`config.mk`:
```
export PLATFORM = sky130hd
export DESIGN_NAME = exec_hazard_ctrl
export DESIGN_NICKNAME = d
export VERILOG_FILES = /design/src/rtl/exec_pkg.sv /design/src/rtl/fpu_track_pipe.sv /design/src/rtl/exec_hazard_ctrl.sv
export SDC_FILE = /design/constraint.sdc
export NUM_CORES = 1
export LEC_CHECK = 0
export BUFFER_PORTS_ARGS = -buffer_cell sky130_fd_sc_hd__buf_2
export CAP_MARGIN = 30
export CORE_UTILIZATION = 57
export DETAILED_ROUTE_END_ITERATION = 7
export PLACE_DENSITY = 0.79
export SLEW_MARGIN = 20
export SYNTH_ARGS = -nofsm -noshare
export SYNTH_HDL_FRONTEND = slang
export SYNTH_SLANG_ARGS = --single-unit
```
`constraint.sdc`:
```
create_clock -name clk -period 3.4 [get_ports clk]
set_input_delay 0.34 -clock clk [delete_from_list [all_inputs] [get_ports clk]]
set_output_delay 0.34 -clock clk [all_outputs]
set_load 0.02 [all_outputs]
```
`src/rtl/exec_pkg.sv`:
```
// Shared types and constants for the execute-stage issue/hazard controller.
package exec_pkg;

  // Register address width; the writeback slot type is built on it.
  localparam int EXEC_AW = 4;

  // issue_unit encoding.
  localparam logic UNIT_ALU = 1'b0;
  localparam logic UNIT_FPU = 1'b1;

  // One pending regfile write: valid plus destination register.
  typedef struct packed {
    logic               v;
    logic [EXEC_AW-1:0] addr;
  } wb_slot_t;

endpackage

```
`src/rtl/fpu_track_pipe.sv`:
```
// Shadow of the FPU pipeline: one slot per cycle of latency plus an
// in-flight op counter. Slot 0 is the slot writing back this cycle.
module fpu_track_pipe
  import exec_pkg::*;
#(
  parameter int FPU_LAT = 2
) (
  input  logic     clk,
  input  logic     rst_n,
  input  logic     push_i,       // FPU op accepted this cycle
  input  wb_slot_t push_slot_i,  // its write intent (v=0 for non-writing ops)
  output wb_slot_t slot0_o,
  output wb_slot_t slot1_o,
  output logic     busy_o
);

  localparam int CW = $clog2(FPU_LAT + 1);

  wb_slot_t [FPU_LAT-1:0] slot_q;
  // Occupancy is tracked apart from v so non-writing FPU ops still count.
  logic     [FPU_LAT-1:0] occ_q, occ_d;
  logic     [CW-1:0]      inflight_q, inflight_d;

  // Next occupancy: shift toward slot 0, new op enters the top slot.
  always_comb begin
    occ_d              = occ_q >> 1;
    occ_d[FPU_LAT-1]   = push_i;
  end

  // Count ops entering minus ops leaving slot 0; both at once cancel.
  always_comb begin
    inflight_d = inflight_q;
    if (push_i && !occ_q[0])      inflight_d = inflight_q + CW'(1);
    else if (!push_i && occ_q[0]) inflight_d = inflight_q - CW'(1);
  end

  // Slot shift register and counter; reset discards everything in flight.
  always_ff @(posedge clk or negedge rst_n) begin
    if (!rst_n) begin
      slot_q     <= '0;
      occ_q      <= '0;
      inflight_q <= '0;
    end else begin
      for (int i = 0; i < FPU_LAT - 1; i++) slot_q[i] <= slot_q[i+1];
      slot_q[FPU_LAT-1] <= push_i ? push_slot_i : '0;
      occ_q      <= occ_d;
      inflight_q <= inflight_d;
    end
  end

  assign slot0_o = slot_q[0];
  assign busy_o  = (inflight_q != '0);

  // Slot 1 only exists when results take two or more cycles.
  generate
    if (FPU_LAT >= 2) begin : g_slot1
      assign slot1_o = slot_q[1];
    end else begin : g_no_slot1
      assign slot1_o = '0;
    end
  endgenerate

endmodule

```
`src/rtl/exec_hazard_ctrl.sv`:
```
// Issue/hazard controller between decode and execute/writeback. Tracks
// multi-cycle FPU results in a register scoreboard, arbitrates the single
// regfile write port and drives operand forward selects.
module exec_hazard_ctrl
  import exec_pkg::*;
#(
  parameter int FPU_LAT       = 2,  // 1..8
  parameter int FPU_PIPELINED = 0,
  localparam int AW           = EXEC_AW
) (
  input  logic          clk,
  input  logic          reset,          // async, active low
  input  logic          issue_valid,
  input  logic          issue_unit,
  input  logic          issue_wr_en,
  input  logic [AW-1:0] issue_wr_addr,
  input  logic [AW-1:0] issue_rs1,
  input  logic          issue_rs1_used,
  input  logic [AW-1:0] issue_rs2,
  input  logic          issue_rs2_used,
  output logic          issue_ready,
  output logic          fwd1_sel,
  output logic          fwd2_sel,
  output logic          fpu_start,
  output logic          fpu_busy,
  output logic          wb_en,
  output logic [AW-1:0] wb_addr,
  output logic          wb_src
);

  localparam int NREGS = 2 ** AW;

  wb_slot_t         alu_q, alu_d;
  wb_slot_t         slot0, slot1, push_slot;
  logic [NREGS-1:0] pend_q, pend_d;
  logic             raw1, raw2, waw, port_conf, fpu_struct;

  assign push_slot = '{v: issue_wr_en, addr: issue_wr_addr};

  fpu_track_pipe #(.FPU_LAT(FPU_LAT)) u_fpu_track (
    .clk         (clk),
    .rst_n       (reset),
    .push_i      (fpu_start),
    .push_slot_i (push_slot),
    .slot0_o     (slot0),
    .slot1_o     (slot1),
    .busy_o      (fpu_busy)
  );

  // Writeback port: FPU slot 0 has priority; stalls keep ALU out of its way.
  always_comb begin
    wb_en   = slot0.v | alu_q.v;
    wb_src  = slot0.v;
    wb_addr = '0;
    if (slot0.v)      wb_addr = slot0.addr;
    else if (alu_q.v) wb_addr = alu_q.addr;
  end

  // Hazard detection. A source that slot 0 is writing right now is served
  // by the forward path, so it is not a RAW hazard.
  always_comb begin
    raw1       = issue_rs1_used && pend_q[issue_rs1] &&
                 !(slot0.v && slot0.addr == issue_rs1);
    raw2       = issue_rs2_used && pend_q[issue_rs2] &&
                 !(slot0.v && slot0.addr == issue_rs2);
    waw        = issue_wr_en && pend_q[issue_wr_addr];
    port_conf  = (issue_unit == UNIT_ALU) && issue_wr_en && slot1.v;
    fpu_struct = (issue_unit == UNIT_FPU) && (FPU_PIPELINED == 0) && fpu_busy;
    issue_ready = reset && issue_valid &&
                  !(raw1 || raw2 || waw || port_conf || fpu_struct);
  end

  assign fpu_start = issue_ready && (issue_unit == UNIT_FPU);

  // Regfile writes land at end of cycle, so a same-cycle read takes the bus.
  assign fwd1_sel = issue_rs1_used && wb_en && (wb_addr == issue_rs1);
  assign fwd2_sel = issue_rs2_used && wb_en && (wb_addr == issue_rs2);

  // ALU stage and scoreboard next state; a set beats a same-edge clear.
  always_comb begin
    alu_d = '0;
    if (issue_ready && issue_unit == UNIT_ALU) alu_d = push_slot;
    pend_d = pend_q;
    if (slot0.v) pend_d[slot0.addr] = 1'b0;
    if (fpu_start && issue_wr_en) pend_d[issue_wr_addr] = 1'b1;
  end

  // State registers.
  always_ff @(posedge clk or negedge reset) begin
    if (!reset) begin
      alu_q  <= '0;
      pend_q <= '0;
    end else begin
      alu_q  <= alu_d;
      pend_q <= pend_d;
    end
  end

endmodule

```
After elaboration in Yosys (flattened, before gate mapping)

Index checks and enable logic that the tools add are counted.

$lt $le $gt $ge: 6
$add $sub $neg: 2
Mux-type cells: 18
Eq/ne operators: 4
Reduce and logical (&&, ||, !) cells: 34
Shifts and indexed selects: 0
Bitwise gates (word level): 5
Multipliers: 0
Div/mod/pow operators: 0

Operators with widths:

| operator              | number |
|---|---|
| $mux W16              | 2 |
| $logic_and A1 B1 Y1   | 23 |
| $lt A4 B5 Y1 const B  | 4 |
| $and A16 B16 Y16      | 1 |
| $eq A4 B4 Y1          | 4 |
| $not A16 Y16          | 1 |
| $or A16 B16 Y16       | 1 |
| $bmux W1 S4           | 3 |
| $mux W5               | 2 |
| $demux W1 S4          | 2 |
| $ge A4 B1 Y1 const B  | 2 |
| $mux W4               | 2 |
| $logic_not A1 Y1      | 5 |
| $mux W1               | 5 |
| $logic_or A1 B1 Y1    | 4 |
| $mux W2               | 2 |
| $reduce_bool A2 Y1    | 2 |
| $add A2 B1 Y2 const B | 1 |
| $sub A2 B1 Y2 const B | 1 |
| $not A1 Y1            | 1 |
| $or A1 B1 Y1          | 1 |

Memory bits (writable): 0
Bits of input ports: 19
Word-level logic and storage cells: 78
Memory bits (read-only): 0
Latch bits: 0
Memories: 0
Bits in registers: 35
Output and inout bits: 11

Longest topological paths before layout

Word-level depth: 15
Depth in mapped cells: 11
Mapped depth without buffers: 9

Hierarchy

From an unflattened synthesis, not the netlist that was laid out.

Cell total of the unflattened synthesis: 208
Area, all modules: 2263.4 um^2

Modules (own cells, without submodules):

| module           | times used | cells each | sequential area each (um^2) | area each (um^2) |
|---|---|---|---|---|
| exec_hazard_ctrl | 1          | 182        | 525.5                       | 1829.3 |
| fpu_track_pipe   | 1          | 26         | 350.3                       | 434.2 |

Least setup slack after synthesis

Ideal clock, no wire load.

Kind: input to register
From: in issue_rs2[2]
To: reg u_fpu_track.inflight_q[1]
Setup time: 125 ps
Buffers on the path: 2
Arrival: 2717 ps
Setup slack: 558 ps
Stages on the path: 11
Required time: 3275 ps
Cells stage by stage: buf_2 mux4_2 a2bb2oi_1 a22oi_2 o221ai_2 buf_2 nor3b_2 ha_1 xor2_1 nor2_1 xor2_1

Word-level cells in the longest chain between the ends: 14
Elaborated cells between the ends (all ways): 19
Classes of those cells: 1 x eq/ne; 3 x mux; 15 x reduce/logical

Ends and longest elaborated chain:

| item                                                                 | line                                           | source |
|---|---|---|
| start: declaration                                                   | exec_hazard_ctrl.sv:19                         | `input logic [AW-1:0] issue_rs2,` |
| $bmux W1 S4 or $eq A4 B4 Y1 (tied branches)                          | exec_hazard_ctrl.sv:64, exec_hazard_ctrl.sv:65 |  |
| $mux W1 (not written as such) or $logic_and A1 B1 Y1 (tied branches) | exec_hazard_ctrl.sv:64, exec_hazard_ctrl.sv:65 |  |
| $logic_and A1 B1 Y1 or $logic_not A1 Y1 (tied branches)              | exec_hazard_ctrl.sv:64, exec_hazard_ctrl.sv:65 |  |
| $logic_and A1 B1 Y1 (*)                                              | exec_hazard_ctrl.sv:64                         | `raw2 = issue_rs2_used && pend_q[issue_rs2] &&` |
| $logic_or A1 B1 Y1 (*) (4 in a row)                                  | exec_hazard_ctrl.sv:70                         | `!(raw1 \|\| raw2 \|\| waw \|\| port_conf \|\| fpu_struct);` |
| $logic_not A1 Y1 (*)                                                 | exec_hazard_ctrl.sv:70                         |  |
| $logic_and A1 B1 Y1 (*)                                              | exec_hazard_ctrl.sv:69                         | `issue_ready = reset && issue_valid &&` |
| $logic_and A1 B1 Y1 (*)                                              | exec_hazard_ctrl.sv:73                         | `assign fpu_start = issue_ready && (issue_unit == UNIT_FPU);` |
| via fpu_start                                                        | exec_hazard_ctrl.sv:24                         | `output logic fpu_start,` |
| $logic_not A1 Y1                                                     | fpu_track_pipe.sv:34                           | `else if (!push_i && occ_q[0]) inflight_d = inflight_q - CW'(1);` |
| $logic_and A1 B1 Y1                                                  | fpu_track_pipe.sv:34                           |  |
| $reduce_bool A2 Y1 (no source line)                                  | --                                             |  |
| end signal: assignment                                               | fpu_track_pipe.sv:47                           | `inflight_q <= inflight_d;` |
| end: declaration                                                     | fpu_track_pipe.sv:22                           | `logic [CW-1:0] inflight_q, inflight_d;` |

The timed path passes the listed nets; every way through them passes the cells marked *. The select of a mux whose other input is x is not followed.
A chain may end at the register's enable or synchronous reset.

Worst setup path after layout

From: reg pend_q[10]
To: out fpu_start

Word-level cells in the longest chain between the ends: 11
Elaborated cells between the ends (all ways): 18
Classes of those cells: 6 x mux; 12 x reduce/logical

Ends and longest elaborated chain:

| item                                                | line                                           | source |
|---|---|---|
| start: declaration                                  | exec_hazard_ctrl.sv:35                         | `logic [NREGS-1:0] pend_q, pend_d;` |
| start signal: assignment                            | exec_hazard_ctrl.sv:95                         | `pend_q <= pend_d;` |
| $bmux W1 S4 (on tied branches)                      | exec_hazard_ctrl.sv:62, exec_hazard_ctrl.sv:64 |  |
| $mux W1 (on tied branches)                          | exec_hazard_ctrl.sv:62, exec_hazard_ctrl.sv:64 |  |
| $logic_and A1 B1 Y1 (on tied branches) (2 in a row) | exec_hazard_ctrl.sv:62, exec_hazard_ctrl.sv:64 |  |
| $logic_or A1 B1 Y1                                  | exec_hazard_ctrl.sv:70                         |  |
| $logic_or A1 B1 Y1 (*) (3 in a row)                 | exec_hazard_ctrl.sv:70                         |  |
| $logic_not A1 Y1 (*)                                | exec_hazard_ctrl.sv:70                         |  |
| $logic_and A1 B1 Y1 (*)                             | exec_hazard_ctrl.sv:69                         |  |
| $logic_and A1 B1 Y1 (*)                             | exec_hazard_ctrl.sv:73                         |  |
| end: declaration                                    | exec_hazard_ctrl.sv:24                         |  |

Mark *: on every way between the ends. The rest lies on a longest branch, timed or not. The select of a mux whose other input is x is not followed.

==> results.sh <==
export IMPL_status="complete, no violations"
export IMPL_dieHeight_microns=64.81
export IMPL_dp_slack_ns=0.4131
export IMPL_synth_xor_area_share_pct=7.401
export IMPL_muxShareOfSynthArea_pct=14.13
export IMPL_max_stage_delay_ns=0.48
export IMPL_drive_gt1_share_pct=26.59
export IMPL_met2_usage_pct=45.70
export IMPL_ys_flop_type="dfrtp_1"
export IMPL_crit_type="register to output pin"
export IMPL_cts_made_buffers=5
export IMPL_vdd_ir_drop_max_mv=0.2487
export IMPL_required_ns=3.06
export IMPL_antennaDiodeCount=0
export IMPL_critical_path_endpoint_type="output pin"
export IMPL_drtAntennaViolNets=0
export IMPL_setup_ws_ns=0.5333
export IMPL_cts_buffer_depth=2
export IMPL_synth_nets=252
export IMPL_vias=1871
export IMPL_gp_congestion=1.007
export IMPL_drv_cap=0
export IMPL_grt_pass1_wl_microns=8611
export IMPL_top_usage_layer="met2"
export IMPL_grt_pass1_vias=1761
export IMPL_avgSynthCellArea_sq_um=9.691
export IMPL_design_die_area_sq_um=4200
export IMPL_ys_async_sr_fraction_pct=100.0
export IMPL_antenna_found_initial=0
export IMPL_crit_path_start_kind="register"
export IMPL_final_nets=271
export IMPL_start_util_pct=60.51
export IMPL_cp_max_fo=17
export IMPL_synth_common_cells="o21ai_0 (37), dfrtp_1 (35), nor2_1 (21)"
export IMPL_cts_resized=0
export IMPL_num_rows=22
export IMPL_stdcell_count=300
export IMPL_hold_class="input port to async pin"
export IMPL_synth_compound_area_share_pct=16.47
export IMPL_synth_largest_area_cell="dfrtp_1"
export IMPL_dr_pass1_iters=4
export IMPL_worstPathArrival_ns=2.53
export IMPL_period_minus_slack_ns=2.867
export IMPL_synth_fa_ha_area_share_pct=0.5565
export IMPL_setup_viol=0
export IMPL_wl_microns=5343
export IMPL_cp_slowest_cell="mux4_2"
export IMPL_synthTopCellsByArea="dfrtp_1 (39%), mux4_2 (10%), o21ai_0 (8.2%)"
export IMPL_clk_latency_ns=0.29
export IMPL_placedCellCount=291
export IMPL_grt_total_usage_pct=28.17
export IMPL_worstMarginPinSlew_ns=0.5630
export IMPL_drt_wirelength_per_cell_microns=17.81
export IMPL_synth_cell_types=38
export IMPL_maxSlewViolCount=0
export IMPL_tns_ns=0
export IMPL_synth_top_family_by_area="simple AND/OR/NAND/NOR gates"
export IMPL_yosys_area_share_simple_pct=17.20
export IMPL_path_buf_inv=2
export IMPL_cts_setup_buffers=0
export IMPL_synth_seq_cells=35
export IMPL_relSlewSlack_pct=62.06
export IMPL_initialDrtViolationCount=161
export IMPL_clock_skew_ns=0.005197
export IMPL_drcViolationCount=0
export IMPL_port_buffers=29
export IMPL_clock_sinks=35
export IMPL_fmax_mhz=348.8
export IMPL_grt_met1_usage_pct=36.74
export IMPL_cts_hold_buf=0
export IMPL_synth_edff_count=0
export IMPL_cts_tree="done"
export IMPL_postSynthCellCount=232
export IMPL_period_share_pct=84.31
export IMPL_reg2reg_setup_slack_ns=0.68
export IMPL_root_buffer="clkbuf_8"
export IMPL_via_per_inst=6.237
export IMPL_hold_violations=0
export IMPL_cp_top_family="multiplexers"
export IMPL_yosys_area_top_type_share_pct=38.95
export IMPL_path_cells="mux4_2 -> mux2i_1 -> mux2_2 -> nor2_1 -> buf_4 -> nor3b_2 -> buf_2"
export IMPL_grt_max_degree=36
export IMPL_synth_cell_area_sq_um=2248
export IMPL_rsz0062_at_grt="false"
export IMPL_fillers=295
export IMPL_grt_ovfl_total=0
export IMPL_power_w=0.0009593
export IMPL_fp_dieW_microns=64.81
export IMPL_use_met3_pct=6.690
export IMPL_p_leak_nw=0.9774
export IMPL_synth_most_common_cell="o21ai_0"
export IMPL_io_pins=30
export IMPL_core_area_sq_um=3716
export IMPL_synth_seq_area_share_pct=38.95
export IMPL_synth_warnings=0
export IMPL_clk_pin_slew_ns=0.07
export IMPL_htreeDepth=2
export IMPL_hpwl_microns=3938
export IMPL_syn_to_final_growth_pct=11.35
export IMPL_powerDensity_nw_per_um2=383.1
[per-stage QoR]
step	instance area (sq um)	hold slack (ns)	util (%)
finish	2504	0.09496	67.37
global route	2504	0.1358	67.37
CTS	2496	0.1077	67.17
detailed placement	2380	0.3365	64.04
global placement	2380	0.3333	64.04
floorplan	2248	0.04441	-
[logic make-up (layout without fill, tap and decap cells)]
logic type,Yosys count,count (layout)
DFF,35,35
adders and majority gates,1,1
and+or+nand+nor,69,69
AOI/OAI and AO/OA,62,62
muxes,19,19
buffers and inverters,27,47
xor gates and xnor gates,19,19
[power breakdown]
group | total [W] | internal, W | leakage (nW) | switching, W
registers | 0.000450 | 0.000432 | 0.401 | 0.0000176
clock network | 0.000381 | 0.000222 | 0.0587 | 0.000159
logic | 0.000129 | 0.0000529 | 0.518 | 0.0000757
[registers in the layout (all words and copies together) (netlist names)]
name	cells
pend_q	16
alu_q	5
u_fpu_track.slot0_o	5
u_fpu_track.slot1_o	5
u_fpu_track.inflight_q	2
u_fpu_track.occ_q	2
[layer usage]
| metal | wire [microns] | vias to the layer above |
|---|---|---|
| li1 | - | 865 |
| met1 | 2160 | 900 |
| met2 | 2629 | 90 |
| met3 | 444 | 16 |
| met4 | 109 | 0 |
| met5 | 0 | - |
[final timing paths]
kind | start | endpoint | cells past startpoint
max | pend_q[10]$_DFF_PN0_ | fpu_start | 7
min | reset | u_fpu_track.slot0_o[4]$_DFF_PN0_ | 2
max reg2reg | pend_q[10]$_DFF_PN0_ | u_fpu_track.inflight_q[1]$_DFFE_PN0P_ | 10
min reg2reg | u_fpu_track.slot1_o[0]$_DFF_PN0_ | u_fpu_track.slot0_o[0]$_DFF_PN0_ | 0
max in group asynchronous | reset | pend_q[2]$_DFF_PN0_ | 2
min in group clk | issue_wr_addr[2] | u_fpu_track.slot1_o[2]$_DFF_PN0_ | 3
[worst register-to-register path, delay by kind of cell, from the launching register on]
kind                       cells  cell delay [ns]
muxes                          3             0.95
and+or+nand+nor                3             0.48
DFF                            1             0.44
xor gates and xnor gates       2             0.31
buffers and inverters          1             0.23
adders and majority gates      1             0.20
[layout by cell type (no fill, tap or decap), drive strengths merged, types with 5 or more instances in the layout]
| cell type | instances |
|---|---|
| buf | 33 |
| nand3 | 7 |
| xnor2 | 5 |
| mux4 | 10 |
| o21ai | 49 |
| nand2 | 13 |
| inv | 7 |
| mux2i | 7 |
| xor2 | 14 |
| dfrtp | 35 |
| nor2 | 21 |
| clkbuf | 5 |
| nor3 | 7 |
[area by class of cell]
cell class,instances,area (sq um),share of cell area (%)
Sequential cell,35,875.8,34.98
Clock buffer,5,68.82,2.749
Timing Repair Buffer,33,175.2,6.997
Clock inverter,3,47.55,1.899
Tap cell,48,60.06,2.399
Inverter,6,22.52,0.8996
Multi-Input combinational cell,170,1254,50.07
Note: power is estimated with default switching activity, not from simulation.
